===== src/rtl/b12_seq_pkg.sv =====
// Shared types and opcode layout for the b12 stimulus sequencer.
package b12_seq_pkg;

    typedef enum logic [1:0] {
        IDLE  = 2'd0,
        RUN   = 2'd1,
        PAUSE = 2'd2,
        DONE  = 2'd3
    } state_t;

    // Opcode layout: {obs, k[3:0], start}
    localparam int unsigned OP_W       = 6;
    localparam int unsigned OBS_B      = 5;
    localparam int unsigned K_MSB      = 4;
    localparam int unsigned K_LSB      = 1;
    localparam int unsigned START_B    = 0;

    localparam int unsigned PC_TRACE_W = 6;
    localparam int unsigned TRACE_W    = 12;
    localparam int unsigned SPK_W      = 16;

endpackage


===== src/rtl/b12_seq_ram.sv =====
// Program store: DEPTH opcodes, synchronous write, combinational read, no reset.
module b12_seq_ram
    import b12_seq_pkg::*;
#(
    parameter int unsigned DEPTH  = 6,
    parameter int unsigned ADDR_W = (DEPTH > 1) ? $clog2(DEPTH) : 1
) (
    input  logic              clock,
    input  logic              we,
    input  logic [ADDR_W-1:0] wr_addr,
    input  logic [OP_W-1:0]   wr_data,
    input  logic [ADDR_W-1:0] rd_addr,
    output logic [OP_W-1:0]   rd_data
);

    logic [OP_W-1:0] mem [DEPTH];

    // Write port; callers guarantee wr_addr < DEPTH when we is high.
    always_ff @(posedge clock) begin
        if (we) begin
            mem[wr_addr] <= wr_data;
        end
    end

    assign rd_data = mem[rd_addr];

endmodule


===== src/rtl/b12_stim_sequencer.sv =====
// Plays a stored opcode program onto b12's inputs and traces b12's responses.
module b12_stim_sequencer
    import b12_seq_pkg::*;
#(
    parameter int unsigned DEPTH  = 6,
    parameter int unsigned HOLD   = 1,
    parameter int unsigned ADDR_W = (DEPTH > 1) ? $clog2(DEPTH) : 1
) (
    input  logic               clock,
    input  logic               reset,
    input  logic               ld_en,
    input  logic [ADDR_W-1:0]  ld_addr,
    input  logic [OP_W-1:0]    ld_data,
    output logic               ld_err,
    input  logic               go,
    input  logic               pause,
    input  logic               abort,
    input  logic [ADDR_W:0]    len,
    input  logic               loop_en,
    output logic               busy,
    output logic               done,
    output logic [ADDR_W-1:0]  pc,
    output logic [3:0]         k,
    output logic               start,
    output logic               obs,
    input  logic               dut_nloss,
    input  logic [3:0]         dut_nl,
    input  logic               dut_speaker,
    output logic               trace_vld,
    output logic [TRACE_W-1:0] trace_data,
    output logic [SPK_W-1:0]   spk_cnt
);

    localparam int unsigned HOLD_W    = (HOLD > 1) ? $clog2(HOLD) : 1;
    localparam logic [HOLD_W-1:0] HOLD_INIT = HOLD_W'(HOLD - 1);
    localparam int unsigned LEN_W     = ADDR_W + 1;

    state_t               state_q, state_d;
    logic [ADDR_W-1:0]    pc_q, pc_d;
    logic [HOLD_W-1:0]    hold_q, hold_d;
    logic [LEN_W-1:0]     len_q, len_d;
    logic [OP_W-1:0]      op_q, op_d;
    logic                 done_q, done_d;
    logic                 busy_q;
    logic                 ld_err_q;
    logic                 trace_vld_q, trace_vld_d;
    logic [TRACE_W-1:0]   trace_data_q, trace_data_d;
    logic [SPK_W-1:0]     spk_cnt_q;
    logic                 spk_prev_q;
    logic                 spk_clr;

    logic                 hold_zero;
    logic                 last_step;
    logic [LEN_W-1:0]     len_clamp;
    logic                 ram_we;
    logic                 addr_ok;
    logic [ADDR_W-1:0]    rd_addr;
    logic [OP_W-1:0]      rd_data;

    assign hold_zero = (hold_q == '0);
    assign last_step = (LEN_W'(pc_q) == (len_q - LEN_W'(1)));
    assign len_clamp = (len > LEN_W'(DEPTH)) ? LEN_W'(DEPTH) : len;
    assign addr_ok   = (LEN_W'(ld_addr) < LEN_W'(DEPTH));
    assign ram_we    = ld_en && !busy_q && addr_ok;

    // The opcode that becomes current next: pc+1 on a normal step, else slot 0.
    assign rd_addr = (state_q == RUN && !last_step) ? (pc_q + ADDR_W'(1)) : '0;

    b12_seq_ram #(
        .DEPTH  (DEPTH),
        .ADDR_W (ADDR_W)
    ) u_ram (
        .clock   (clock),
        .we      (ram_we),
        .wr_addr (ld_addr),
        .wr_data (ld_data),
        .rd_addr (rd_addr),
        .rd_data (rd_data)
    );

    // State register.
    always_ff @(posedge clock or negedge reset) begin
        if (!reset) begin
            state_q <= IDLE;
        end else begin
            state_q <= state_d;
        end
    end

    // Next-state logic; abort overrides everything, pause beats a step end.
    always_comb begin
        state_d = state_q;
        if (abort) begin
            state_d = IDLE;
        end else begin
            case (state_q)
                IDLE, DONE: begin
                    if (go) begin
                        state_d = (len == '0) ? DONE : RUN;
                    end
                end
                RUN: begin
                    if (pause) begin
                        state_d = PAUSE;
                    end else if (hold_zero && last_step && !loop_en) begin
                        state_d = DONE;
                    end
                end
                PAUSE: begin
                    if (!pause) begin
                        state_d = RUN;
                    end
                end
                default: state_d = IDLE;
            endcase
        end
    end

    // Datapath next values: pc, hold counter, driven opcode, pulses and trace.
    always_comb begin
        pc_d         = pc_q;
        hold_d       = hold_q;
        len_d        = len_q;
        op_d         = op_q;
        done_d       = 1'b0;
        trace_vld_d  = 1'b0;
        trace_data_d = trace_data_q;
        spk_clr      = 1'b0;
        if (abort) begin
            pc_d   = '0;
            hold_d = '0;
            op_d   = '0;
        end else begin
            case (state_q)
                IDLE, DONE: begin
                    op_d = '0;
                    if (go) begin
                        if (len == '0) begin
                            done_d = 1'b1;
                        end else begin
                            pc_d    = '0;
                            hold_d  = HOLD_INIT;
                            len_d   = len_clamp;
                            op_d    = rd_data;
                            spk_clr = 1'b1;
                        end
                    end
                end
                RUN: begin
                    if (!pause) begin
                        if (!hold_zero) begin
                            hold_d = hold_q - HOLD_W'(1);
                        end else begin
                            trace_vld_d  = 1'b1;
                            trace_data_d = {PC_TRACE_W'(pc_q), dut_nloss, dut_nl, dut_speaker};
                            if (!last_step) begin
                                pc_d   = pc_q + ADDR_W'(1);
                                hold_d = HOLD_INIT;
                                op_d   = rd_data;
                            end else if (loop_en) begin
                                pc_d   = '0;
                                hold_d = HOLD_INIT;
                                op_d   = rd_data;
                            end else begin
                                op_d   = '0;
                                done_d = 1'b1;
                            end
                        end
                    end
                end
                default: ;
            endcase
        end
    end

    // Registered datapath and status outputs.
    always_ff @(posedge clock or negedge reset) begin
        if (!reset) begin
            pc_q         <= '0;
            hold_q       <= '0;
            len_q        <= '0;
            op_q         <= '0;
            done_q       <= 1'b0;
            busy_q       <= 1'b0;
            ld_err_q     <= 1'b0;
            trace_vld_q  <= 1'b0;
            trace_data_q <= '0;
        end else begin
            pc_q         <= pc_d;
            hold_q       <= hold_d;
            len_q        <= len_d;
            op_q         <= op_d;
            done_q       <= done_d;
            busy_q       <= (state_d == RUN) || (state_d == PAUSE);
            ld_err_q     <= ld_en && (busy_q || !addr_ok);
            trace_vld_q  <= trace_vld_d;
            trace_data_q <= trace_data_d;
        end
    end

    // Saturating count of speaker rising edges seen while playing.
    always_ff @(posedge clock or negedge reset) begin
        if (!reset) begin
            spk_prev_q <= 1'b0;
            spk_cnt_q  <= '0;
        end else begin
            spk_prev_q <= dut_speaker;
            if (spk_clr) begin
                spk_cnt_q <= '0;
            end else if (busy_q && dut_speaker && !spk_prev_q && (spk_cnt_q != '1)) begin
                spk_cnt_q <= spk_cnt_q + SPK_W'(1);
            end
        end
    end

    assign ld_err     = ld_err_q;
    assign busy       = busy_q;
    assign done       = done_q;
    assign pc         = pc_q;
    assign k          = op_q[K_MSB:K_LSB];
    assign start      = op_q[START_B];
    assign obs        = op_q[OBS_B];
    assign trace_vld  = trace_vld_q;
    assign trace_data = trace_data_q;
    assign spk_cnt    = spk_cnt_q;

endmodule


===== config.mk =====
export PLATFORM = sky130hd
export DESIGN_NAME = b12_stim_sequencer
export DESIGN_NICKNAME = d
export VERILOG_FILES = /design/src/rtl/b12_seq_pkg.sv /design/src/rtl/b12_seq_ram.sv /design/src/rtl/b12_stim_sequencer.sv
export SDC_FILE = /design/constraint.sdc
export NUM_CORES = 1
export LEC_CHECK = 0
export ABC_AREA = 1
export CAP_MARGIN = 20
export CORE_MARGIN = 3
export CORE_UTILIZATION = 57
export CTS_CLUSTER_SIZE = 24
export DETAILED_ROUTE_END_ITERATION = 12
export PLACE_DENSITY = 0.89
export SYNTH_ARGS = -nofsm -noshare
export SYNTH_HDL_FRONTEND = slang
export SYNTH_SLANG_ARGS = --single-unit

===== constraint.sdc =====
create_clock -name clock -period 2.9 [get_ports clock]
set_clock_uncertainty 0.1 [all_clocks]
set_input_delay 0.58 -clock clock [delete_from_list [all_inputs] [get_ports clock]]
set_output_delay 0.58 -clock clock [all_outputs]
set_load 0.02 [all_outputs]

# ---- Yosys cells after proc, flatten, opt, wreduce, memory -nomap -nowiden
# Memory sizes are Yosys's and may differ from the RTL's.
# Cells that the tools add are included.
dict set report totals {
  wordCells 112
  output_inout_bits 41
  mem_bits_rw 36
  latchBits 0
  reg_bits 46
  rom_bits 0
  memories 1
}
# memory words word_bits rd rd_ports_with_merged_regs write_ports line_no
set mem_list {}
lappend mem_list {u_ram.mem 6 6 1 0 1 b12_seq_ram.sv:16} ;# logic [OP_W-1:0] mem [DEPTH];
dict set report op_classes {
  muxes 51
  n_bitwise 4
  mul 0
  shifts 0
  n_reduce_logical 26
  addsub 4
  div_mod_pow 0
  n_eq_ne 12
  n_lt_le_gt_ge 2
}
# op count
set ops {}
lappend ops {{6-bit two-way mux} 7}
lappend ops {{16-bit two-way mux} 2}
lappend ops {{3-bit two-way mux} 8}
lappend ops {{1-bit two-way mux} 22}
lappend ops {{16-bit by 1-bit adder with 16-bit output, second input constant} 1}
lappend ops {{16-bit != test, second input constant} 1}
lappend ops {{2-bit two-way mux} 6}
lappend ops {{3-bit != test, second input constant} 4}
lappend ops {{6-bit one-hot mux with 2 select lines} 1}
lappend ops {{4-bit AND reduction} 3}
lappend ops {{1-bit logical AND} 9}
lappend ops {{2-bit == test, second input constant} 3}
lappend ops {{2-bit one-hot mux with 3 select lines} 1}
lappend ops {{3-bit one-hot mux with 2 select lines} 1}
lappend ops {{6-bit AND reduction} 1}
lappend ops {{1-bit logical NOT} 5}
lappend ops {{2-bit by 1-bit == test with 1-bit output, second input constant} 2}
lappend ops {{3-bit by 4-bit == test with 1-bit output} 1}
lappend ops {{4-bit by 3-bit > comparator with 1-bit output, second input constant} 1}
lappend ops {{4-bit logical NOT} 1}
lappend ops {{4-bit two-way mux} 1}
lappend ops {{4-bit != test, second input constant} 1}
lappend ops {{1-bit inverter} 4}
lappend ops {{1-bit one-hot mux with 2 select lines} 2}
lappend ops {{other kinds (10)} 11}

# ---- Depth between registers and ports, before layout
# Gate-level depths: netlist of the first run.
# An unclocked memory read counts as a cell.
dict set report logic_depth {
  ltp_word 12
  mapped_depth 14
  depth_no_buf 13
}

# ---- Cells and area by module
# A second synthesis of the first run with hierarchy kept.
dict set report unflattened {
  hier_cells 440
  hier_area_um2 3912.5
}
# module instances cells_per_inst area_each_um2 seq_area_each_um2
set modules_own_cells {}
lappend modules_own_cells {b12_stim_sequencer 1 317 2436.1 1126.1}
lappend modules_own_cells {b12_seq_ram 1 123 1476.4 1081.0}

# ---- Worst setup path before layout of the first run
# No wires, ideal clock.
dict set report synth_timing {
  kind {register to register}
  start {reg spk_cnt_q[0], in the netlist spk_cnt[0]}
  end {reg spk_cnt_q[7], in the netlist spk_cnt[7]}
  synth_period_minus_slack_ns 1.870
  required_ns 2.678
  n_path_buf 1
  arrival_ns 1.648
  path_stages_with_launch 10
  path_slack_ns 1.030
  cell_sequence {dfrtp_1 -> ha_1 -> inv_1 -> nor3_2 -> nand4_1 -> o21ai_2 -> buf_4 -> o21ai_0 -> nand2_1 -> nor2_1}
}
dict set report synth_between {
  elab_chain_cells 3
  elab_cells_between_ends 6
}
# element line_no
set synth_rtl {}
lappend synth_rtl {{from (decl)} b12_stim_sequencer.sv:48} ;# logic [SPK_W-1:0] spk_cnt_q;
lappend synth_rtl {{from (signal assigned)} b12_stim_sequencer.sv:211} ;# spk_cnt_q <= spk_cnt_q + SPK_W'(1);
lappend synth_rtl {{16-bit by 1-bit adder with 16-bit output or 16-bit != test (tied branches)} {b12_stim_sequencer.sv:211, b12_stim_sequencer.sv:210}}
lappend synth_rtl {{16-bit two-way mux or 1-bit logical AND (tied branches)} b12_stim_sequencer.sv:210} ;# end else if (busy_q && dut_speaker && !spk_prev_q && (spk_cnt_q != '1)) begin
lappend synth_rtl {{16-bit two-way mux or 2-bit nonzero test (tied branches)} -}
# Parallel ways exist; a longest one is shown, timed or not. The select of a mux whose other input is x is not followed.
# A chain may end at the register's enable or synchronous reset.

# ---- Final worst setup path of the first run
dict set report layout_timing {
  start {reg len_q[0]}
  end {reg op_q[1]}
}
dict set report layout_between {
  elab_chain_cells 12
  elab_cells_between_ends 14
}
# element line_no
set layout_rtl {}
lappend layout_rtl {{from (decl)} b12_stim_sequencer.sv:41} ;# logic [LEN_W-1:0] len_q, len_d;
lappend layout_rtl {{from (signal assigned)} b12_stim_sequencer.sv:191} ;# len_q <= len_d;
lappend layout_rtl {{4-bit by 1-bit subtractor with 4-bit output (*)} b12_stim_sequencer.sv:61} ;# assign last_step = (LEN_W'(pc_q) == (len_q - LEN_W'(1)));
lappend layout_rtl {{3-bit by 4-bit == test with 1-bit output (*)} b12_stim_sequencer.sv:61}
lappend layout_rtl {{1-bit logical NOT} -}
lappend layout_rtl {{1-bit logical AND} b12_stim_sequencer.sv:67} ;# assign rd_addr = (state_q == RUN && !last_step) ? (pc_q + ADDR_W'(1)) : '0;
lappend layout_rtl {{3-bit two-way mux} b12_stim_sequencer.sv:67}
lappend layout_rtl {{memory read 6 x 6 bit} -}
lappend layout_rtl {{6-bit two-way mux} b12_stim_sequencer.sv:160} ;# end else if (loop_en) begin
lappend layout_rtl {{6-bit two-way mux} b12_stim_sequencer.sv:156} ;# if (!last_step) begin
lappend layout_rtl {{6-bit two-way mux} b12_stim_sequencer.sv:151} ;# if (!hold_zero) begin
lappend layout_rtl {{6-bit two-way mux} b12_stim_sequencer.sv:150} ;# if (!pause) begin
lappend layout_rtl {{6-bit one-hot mux with 2 select lines (*)} b12_stim_sequencer.sv:134} ;# case (state_q)
lappend layout_rtl {{6-bit two-way mux (*)} b12_stim_sequencer.sv:129} ;# if (abort) begin
lappend layout_rtl {{to (signal assigned)} b12_stim_sequencer.sv:192} ;# op_q <= op_d;
lappend layout_rtl {{to (decl)} b12_stim_sequencer.sv:42} ;# logic [OP_W-1:0] op_q, op_d;
# Every way passes the cells marked *; elsewhere a longest branch is shown, timed or not. The select of a mux whose other input is x is not followed.

==> summary.md, run 1 <==
| Metric | Value |
|---|---|
| Outcome | `complete, no violations` |
| Row cnt | `29` |
| Grt ovf | `0` |
| Crit path max-delay family | `simple AND/OR/NAND/NOR gates` |
| Routed via count | `3248` |
| Flop pwr share | `0.392` |
| Headroom to the max-slew limit | `0.609` |
| TritonCTS clock tree | `done` |
| CTS Buf Count | `9` |
| # diodes | `0` |
| Cell area after synthesis | `3970 um^2` |
| Area Overhead vs Synth | `24.0%` |
| Vias in the first global route | `3075` |
| Min-Delay Path Class | `input port to asynchronous set/reset pin` |
| Drt total wl | `8.71 mm` |
| Min Clock Period, post-route | `2510 ps` |
| Clock share of power | `0.238` |
| PwrDens | `759 nW/um^2` |
| Reg clk slew, reported paths | `80 ps` |
| Commonest cells after routing, fill and taps aside | `nand2_1 (139), clkdlybuf4s50_1 (62), inv_1 (47)` |
| Most common cell after layout, fill and taps aside | `nand2_1` |
| Total Routing Usage GR | `0.236` |
| Top FF cell, synth | `dfrtp_1` |
| Type of the worst setup path | `register to register` |
| Starting Density | `0.608` |
| Die X | `89.4 um` |
| Final setup margin | `390 ps` |
| Vias per inst | `5.45` |
| Leakage | `2.19 nW` |
| Num ports | `67` |
| Startpoint Class | `register` |
| Syn Inst Count | `442` |
| Logic pwr share | `0.370` |
| CP Capture Type | `register` |
| Hold buffers post-CTS | `0` |
| Critical Path Fanout Max | `12` |
| Data arrival, critical path | `2660 ps` |
| Seq/Total Area, Yosys | `0.556` |
| Setup violators final | `0` |
| Post-CTS sizing | `0` |
| Cell breakdown of the critical path | `inv_1, ha_1, xnor2_1, nor2_2, nand3_2, nand3_1, nor2_1, nand2_1, nand2_1, nand2_1, nand2_1, nand2_1` |
| Max Slew Vio Count | `0` |
| FMAX | `398 MHz` |
| Worst-Skew Late Latency | `360 ps` |
| Worst path required time | `3050 ps` |
| Post-synth EDFFs | `36` |
| Fin. Hold Viols | `0` |
| Synth unique cells | `41` |
| Fillers | `456` |
| Worst VDD drop | `0.433 mV` |
| GPL Wtd Cong | `0.931` |
| Slowest stage delay, CP | `420 ps` |
| Post-DP HPWL | `6.13 mm` |
| Clock Sinks | `81` |
| Worst Path Buf+Inv | `1` |
| DIE HEIGHT | `89.4 um` |
| RSZ-0062 raised after global routing | `false` |
| DRC errors left | `0` |
| TNS Setup | `0 ps` |
| Asr flop ratio synth | `0.556` |
| Initial DRT Pass Iterations | `5` |
| Synthesis warning total | `0` |
| CP max stage cell | `nand3_1` |
| H-tree Lvls | `3` |
| Core box area | `6530 um^2` |
| Setup Buffers After CTS | `0` |
| Switching share of power | `0.364` |
| Place WS | `407 ps` |
| Internal | `2.38 mW` |
| Number of antenna violations at the first check in global routing | `0` |
| First-pass GRT wire length | `14.0 mm` |
| Post-route clock period utilization | `0.866` |
| Net Switching | `1.36 mW` |
| ANT nets after route | `0` |
| WL per Instance | `14.6 um` |
| Largest net degree at the start of global routing | `46` |
| Syn Area/Cell | `8.98 um^2` |
| Most used cell along the critical path | `nand2_1` |
| Max-Cap Viols | `0` |
| Clock Path Buffers | `2` |
| Nets | `546` |
| #FFs+latches synth | `81` |
| Layout cells sized above 1 | `0.0906` |
| Die area | `8000 um^2` |
| CTS Root Cell | `clkbuf_8` |
| DRT iter0 DRCs | `175` |
| Worst-Margin Slew | `586 ps` |
| I/O Buffers | `63` |
==> metal layers <==
| layer | vias up | part of all wire | GRT usage |
|---|---|---|---|
| met5 | - | 0 | 0 |
| met4 | 0 | 0.026 | 0.107 |
| met3 | 26 | 0.068 | 0.0664 |
| met2 | 138 | 0.51 | 0.408 |
| met1 | 1498 | 0.40 | 0.271 |
| li1 | 1586 | - | - |
==> kinds of logic after synthesis <==
kind of cell	Yosys count	synth area share
AOI/OAI and AO/OA	45	0.0713
adders and majority gates	6	0.0189
buffers and inverters	67	0.0719
other	1	0.000945
and+or+nand+nor	232	0.259
DFF	81	0.556
xor gates and xnor gates	10	0.0221
==> worst reg2reg max path: stages, from the launching register on <==
cell and delay [ps]:
dfrtp_1 380, inv_1 90, ha_1 310, xnor2_1 190, nor2_2 60, nand3_2 280, nand3_1 430, nor2_1 230
nand2_1 90, nand2_1 90, nand2_1 60, nand2_1 50, nand2_1 50
==> sequential cells by signal, summed over array words and instances, names as in the netlist <==
| register | flops |
|---|---|
| ld_err | 1 |
| trace_data | 9 |
| op_q | 6 |
| spk_cnt | 16 |
| busy | 1 |
| spk_prev_q | 1 |
| pc | 3 |
| done | 1 |
| len_q | 4 |
| u_ram.mem | 36 |
| trace_vld | 1 |
| state_q | 2 |
==> Yosys cell counts, types with 2 or more instances <==
cell type | instances | area share
a21oi_1 | 6 | 0.0076
buf_2 | 6 | 0.0076
buf_4 | 5 | 0.0095
clkbuf_1 | 3 | 0.0028
dfrtp_1 | 45 | 0.28
edfxtp_1 | 36 | 0.27
ha_1 | 6 | 0.019
inv_1 | 47 | 0.044
inv_2 | 4 | 0.0038
nand2_1 | 139 | 0.13
nand3_1 | 25 | 0.032
nand4_1 | 12 | 0.019
nor2_1 | 26 | 0.025
nor2_2 | 2 | 0.0032
nor2_4 | 2 | 0.0057
nor3_1 | 17 | 0.021
nor3_2 | 2 | 0.0050
o21a_1 | 2 | 0.0038
o21ai_0 | 19 | 0.024
o21ai_1 | 2 | 0.0025
o21ai_2 | 3 | 0.0066
o31ai_1 | 6 | 0.011
xnor2_1 | 5 | 0.011
xor2_1 | 5 | 0.011
==> power groups by stage <==
stage	clock network, mW	registers [mW]	logic [mW]
after CTS	0.908	1.47	1.38
after floorplan	0	1.61	0.775
after detailed placement	0	1.49	1.37
final	0.887	1.46	1.38
after global routing	0.960	1.49	1.54
after global placement	0	1.48	1.32
==> path summary, 6_finish.rpt <==
| kind | to | slack (ps) | startpoint | depth (start not counted) |
|---|---|---|---|---|
| max | op_q[1]$_DFFE_PN0P_ | 390 | len_q[0]$_DFFE_PN0P_ | 12 |
| min | trace_data[1]$_DFFE_PN0P_ | 40 | reset | 1 |
| min reg2reg | trace_data[2]$_DFFE_PN0P_ | 380 | trace_data[2]$_DFFE_PN0P_ | 2 |
| max reg2reg | op_q[1]$_DFFE_PN0P_ | 390 | len_q[0]$_DFFE_PN0P_ | 12 |
| max in group asynchronous | op_q[5]$_DFFE_PN0P_ | 2170 | reset | 2 |
| min in group clock | trace_data[2]$_DFFE_PN0P_ | 380 | trace_data[2]$_DFFE_PN0P_ | 2 |
==> cell type report <==
type,instances,area (um^2),share of cell area
repair buffers,74,721,0.146
inverters,52,195,0.0397
clock inverters,7,95.1,0.0193
flip-flops and latches,81,2210,0.448
clock buffers,9,124,0.0252
well taps,77,96.3,0.0196
multi-input cells,296,1480,0.301
==> per-stage QoR <==
stage,cells,area [um^2],util,power [mW],hold slack [ps]
after floorplan,444,3980,-,2.38,184
after global placement,579,4680,0.717,2.81,353
after detailed placement,579,4680,0.717,2.86,361
after CTS,595,4900,0.751,3.75,287
after global routing,596,4920,0.754,3.98,51.8
final,596,4920,0.754,3.74,43.2
No activity file was read; power rests on OpenSTA's default activity.
==> inputs of run 2 (changes only) <==
--- a/config.mk
+++ b/config.mk
@@ -12,6 +12,7 @@
 export CTS_CLUSTER_SIZE = 24
 export DETAILED_ROUTE_END_ITERATION = 12
 export PLACE_DENSITY = 0.89
+export REMOVE_ABC_BUFFERS = 1
 export SYNTH_ARGS = -nofsm -noshare
 export SYNTH_HDL_FRONTEND = slang
 export SYNTH_SLANG_ARGS = --single-unit
==> summary.md, run 2 (same netlist as run 1, synthesis figures left out) <==
| Metric | Value |
|---|---|
| Outcome | `complete, no violations` |
| Commonest cells after routing, fill and taps aside | `nand2_1 (139), clkdlybuf4s50_1 (62), inv_1 (47)` |
| DRT iter0 DRCs | `267 (+53%)` |
| Grt ovf | `0 (unchanged)` |
| Routed via count | `3289 (+1.3%)` |
| Type of the worst setup path | `register to register` |
| Place WS | `349 ps (-58.3 ps)` |
| Nets | `545 (-0.18%)` |
| Vias per inst | `5.53 (+1.4%)` |
| Number of antenna violations at the first check in global routing | `0 (unchanged)` |
| TritonCTS clock tree | `done` |
| TNS Setup | `0 ps (unchanged)` |
| CTS Root Cell | `clkbuf_8` |
| Placed Area | `4680 um^2 (unchanged)` |
| Setup Buffers After CTS | `0 (unchanged)` |
| Worst VDD drop | `0.381 mV (-12%)` |
| CP max stage cell | `nand3_1` |
| Most common cell after layout, fill and taps aside | `nand2_1` |
| Worst-Margin Slew | `987 ps (+401 ps)` |
| GPL Wtd Cong | `0.884 (-5.1%)` |
| DIE HEIGHT | `89.4 um (unchanged)` |
| Fin. Hold Viols | `0 (unchanged)` |
| Layout cells sized above 1 | `0.0849 (-0.00562)` |
| Worst Path Buf+Inv | `1 (unchanged)` |
| RSZ-0062 raised after global routing | `false` |
| Fillers | `438 (-3.9%)` |
| Clock Sinks | `81 (unchanged)` |
| Core box area | `6530 um^2 (unchanged)` |
| Cell breakdown of the critical path | `inv_1, ha_1, xnor2_1, nor2_2, nand3_2, nand3_1, nor2_1, nand2_1, nand2_1, nand2_1, nand2_1, nand2_1` |
| Die X | `89.4 um (unchanged)` |
| Final setup margin | `434 ps (+44.5 ps)` |
| Die area | `8000 um^2 (unchanged)` |
| ANT nets after route | `0 (unchanged)` |
| Data arrival, critical path | `2610 ps (-50 ps)` |
| Row cnt | `29 (unchanged)` |
| First-pass GRT wire length | `14.0 mm (about the same)` |
| # diodes | `0 (unchanged)` |
| Setup slack, reg-to-reg | `430 ps (+40 ps)` |
| Most used cell along the critical path | `nand2_1` |
| CTS Buf Count | `9 (unchanged)` |
| Setup violators final | `0 (unchanged)` |
| Initial DRT Pass Iterations | `5 (unchanged)` |
| Drt total wl | `8.71 mm (about the same)` |
| Post-DP HPWL | `6.32 mm (+3.1%)` |
| DRC errors left | `0 (unchanged)` |
| Top reg by flops | `u_ram.mem` |
| FMAX | `406 MHz (+1.8%)` |
| Worst-Skew Late Latency | `350 ps (about the same)` |
| Starting Density | `0.608 (unchanged)` |
| Area Overhead vs Synth | `23.3%` |
| WL per Instance | `14.6 um (+0.23%)` |
| Max-Cap Viols | `0 (unchanged)` |
| I/O Buffers | `63 (unchanged)` |
| Vias in the first global route | `3149 (+2.4%)` |
| Reg clk slew, reported paths | `80 ps (about the same)` |
| Max Slew Vio Count | `0 (unchanged)` |
| H-tree Lvls | `3 (unchanged)` |
| Leakage | `2.18 nW (-0.49%)` |
| Startpoint Class | `register` |
| Post-route clock period utilization | `0.850 (-0.0154)` |
| Slowest stage delay, CP | `440 ps (+20 ps)` |
| Cell area after layout | `4890 um^2 (-0.61%)` |
| Critical Path Fanout Max | `12 (unchanged)` |
| Largest net degree at the start of global routing | `46 (unchanged)` |
| Fin util | `0.749 (-0.00460)` |
| Hold buffers post-CTS | `0 (unchanged)` |
| Max reg flops | `36 (unchanged)` |
| Clock Path Buffers | `2 (unchanged)` |
| PwrDens | `759 nW/um^2 (about the same)` |
| Crit path max-delay family | `simple AND/OR/NAND/NOR gates` |
| Total Routing Usage GR | `0.231 (-0.00477)` |
| Worst path required time | `3050 ps (about the same)` |
| CP Capture Type | `register` |
| Num ports | `67 (unchanged)` |
| Headroom to the max-slew limit | `0.342 (-0.267)` |
| Post-CTS sizing | `0 (unchanged)` |
| Min Clock Period, post-route | `2470 ps (-44.5 ps)` |
| Min-Delay Path Class | `input port to asynchronous set/reset pin` |
-- run 2: metrics by stage --
step | hold slack, ps | total power, mW | cells
final | 281 | 3.71 | 595
after global routing | 359 | 3.95 | 595
after CTS | 310 | 3.73 | 595
after detailed placement | 364 | 2.86 | 579
after global placement | 354 | 2.81 | 579
after floorplan | 184 | 2.34 | 429
-- run 2: worst reg2reg max path, delay by kind of cell, from the launching register on --
kind,cells,cell delay (ps)
buffers and inverters,1,90
DFF,1,380
xor gates and xnor gates,1,180
adders and majority gates,1,310
and+or+nand+nor,9,1320
-- run 2: metal layers --
metal  GRT usage  up-vias  share of wire
met5           0        -              0
met4      0.0893        0          0.019
met3      0.0618       15          0.072
met2       0.407      141           0.50
met1       0.268     1549           0.41
li1            -     1584              -
-- run 2: worst paths after layout --
path,cells past startpoint,end,from
worst max-delay path,12,op_q[5]$_DFFE_PN0P_,len_q[0]$_DFFE_PN0P_
worst min-delay path,1,trace_data[4]$_DFFE_PN0P_,reset
worst max register to register,12,op_q[5]$_DFFE_PN0P_,len_q[0]$_DFFE_PN0P_
worst min register to register,2,trace_data[5]$_DFFE_PN0P_,trace_data[5]$_DFFE_PN0P_
max in group asynchronous,1,op_q[1]$_DFFE_PN0P_,reset
min in group clock,2,trace_data[5]$_DFFE_PN0P_,trace_data[5]$_DFFE_PN0P_
-- run 2: power by group --
group          internal [mW]  switching (mW)
sequential              1.36           0.120
combinational          0.532           0.847
clock                  0.475           0.382
-- run 2: layout make-up --
cell class | instances | area [um^2] | share of cell area
multi-input cells | 296 | 1480 | 0.303
well taps | 77 | 96.3 | 0.0197
clock inverters | 7 | 85.1 | 0.0174
repair buffers | 73 | 701 | 0.143
clock buffers | 9 | 124 | 0.0253
flip-flops and latches | 81 | 2210 | 0.451
inverters | 52 | 195 | 0.0399
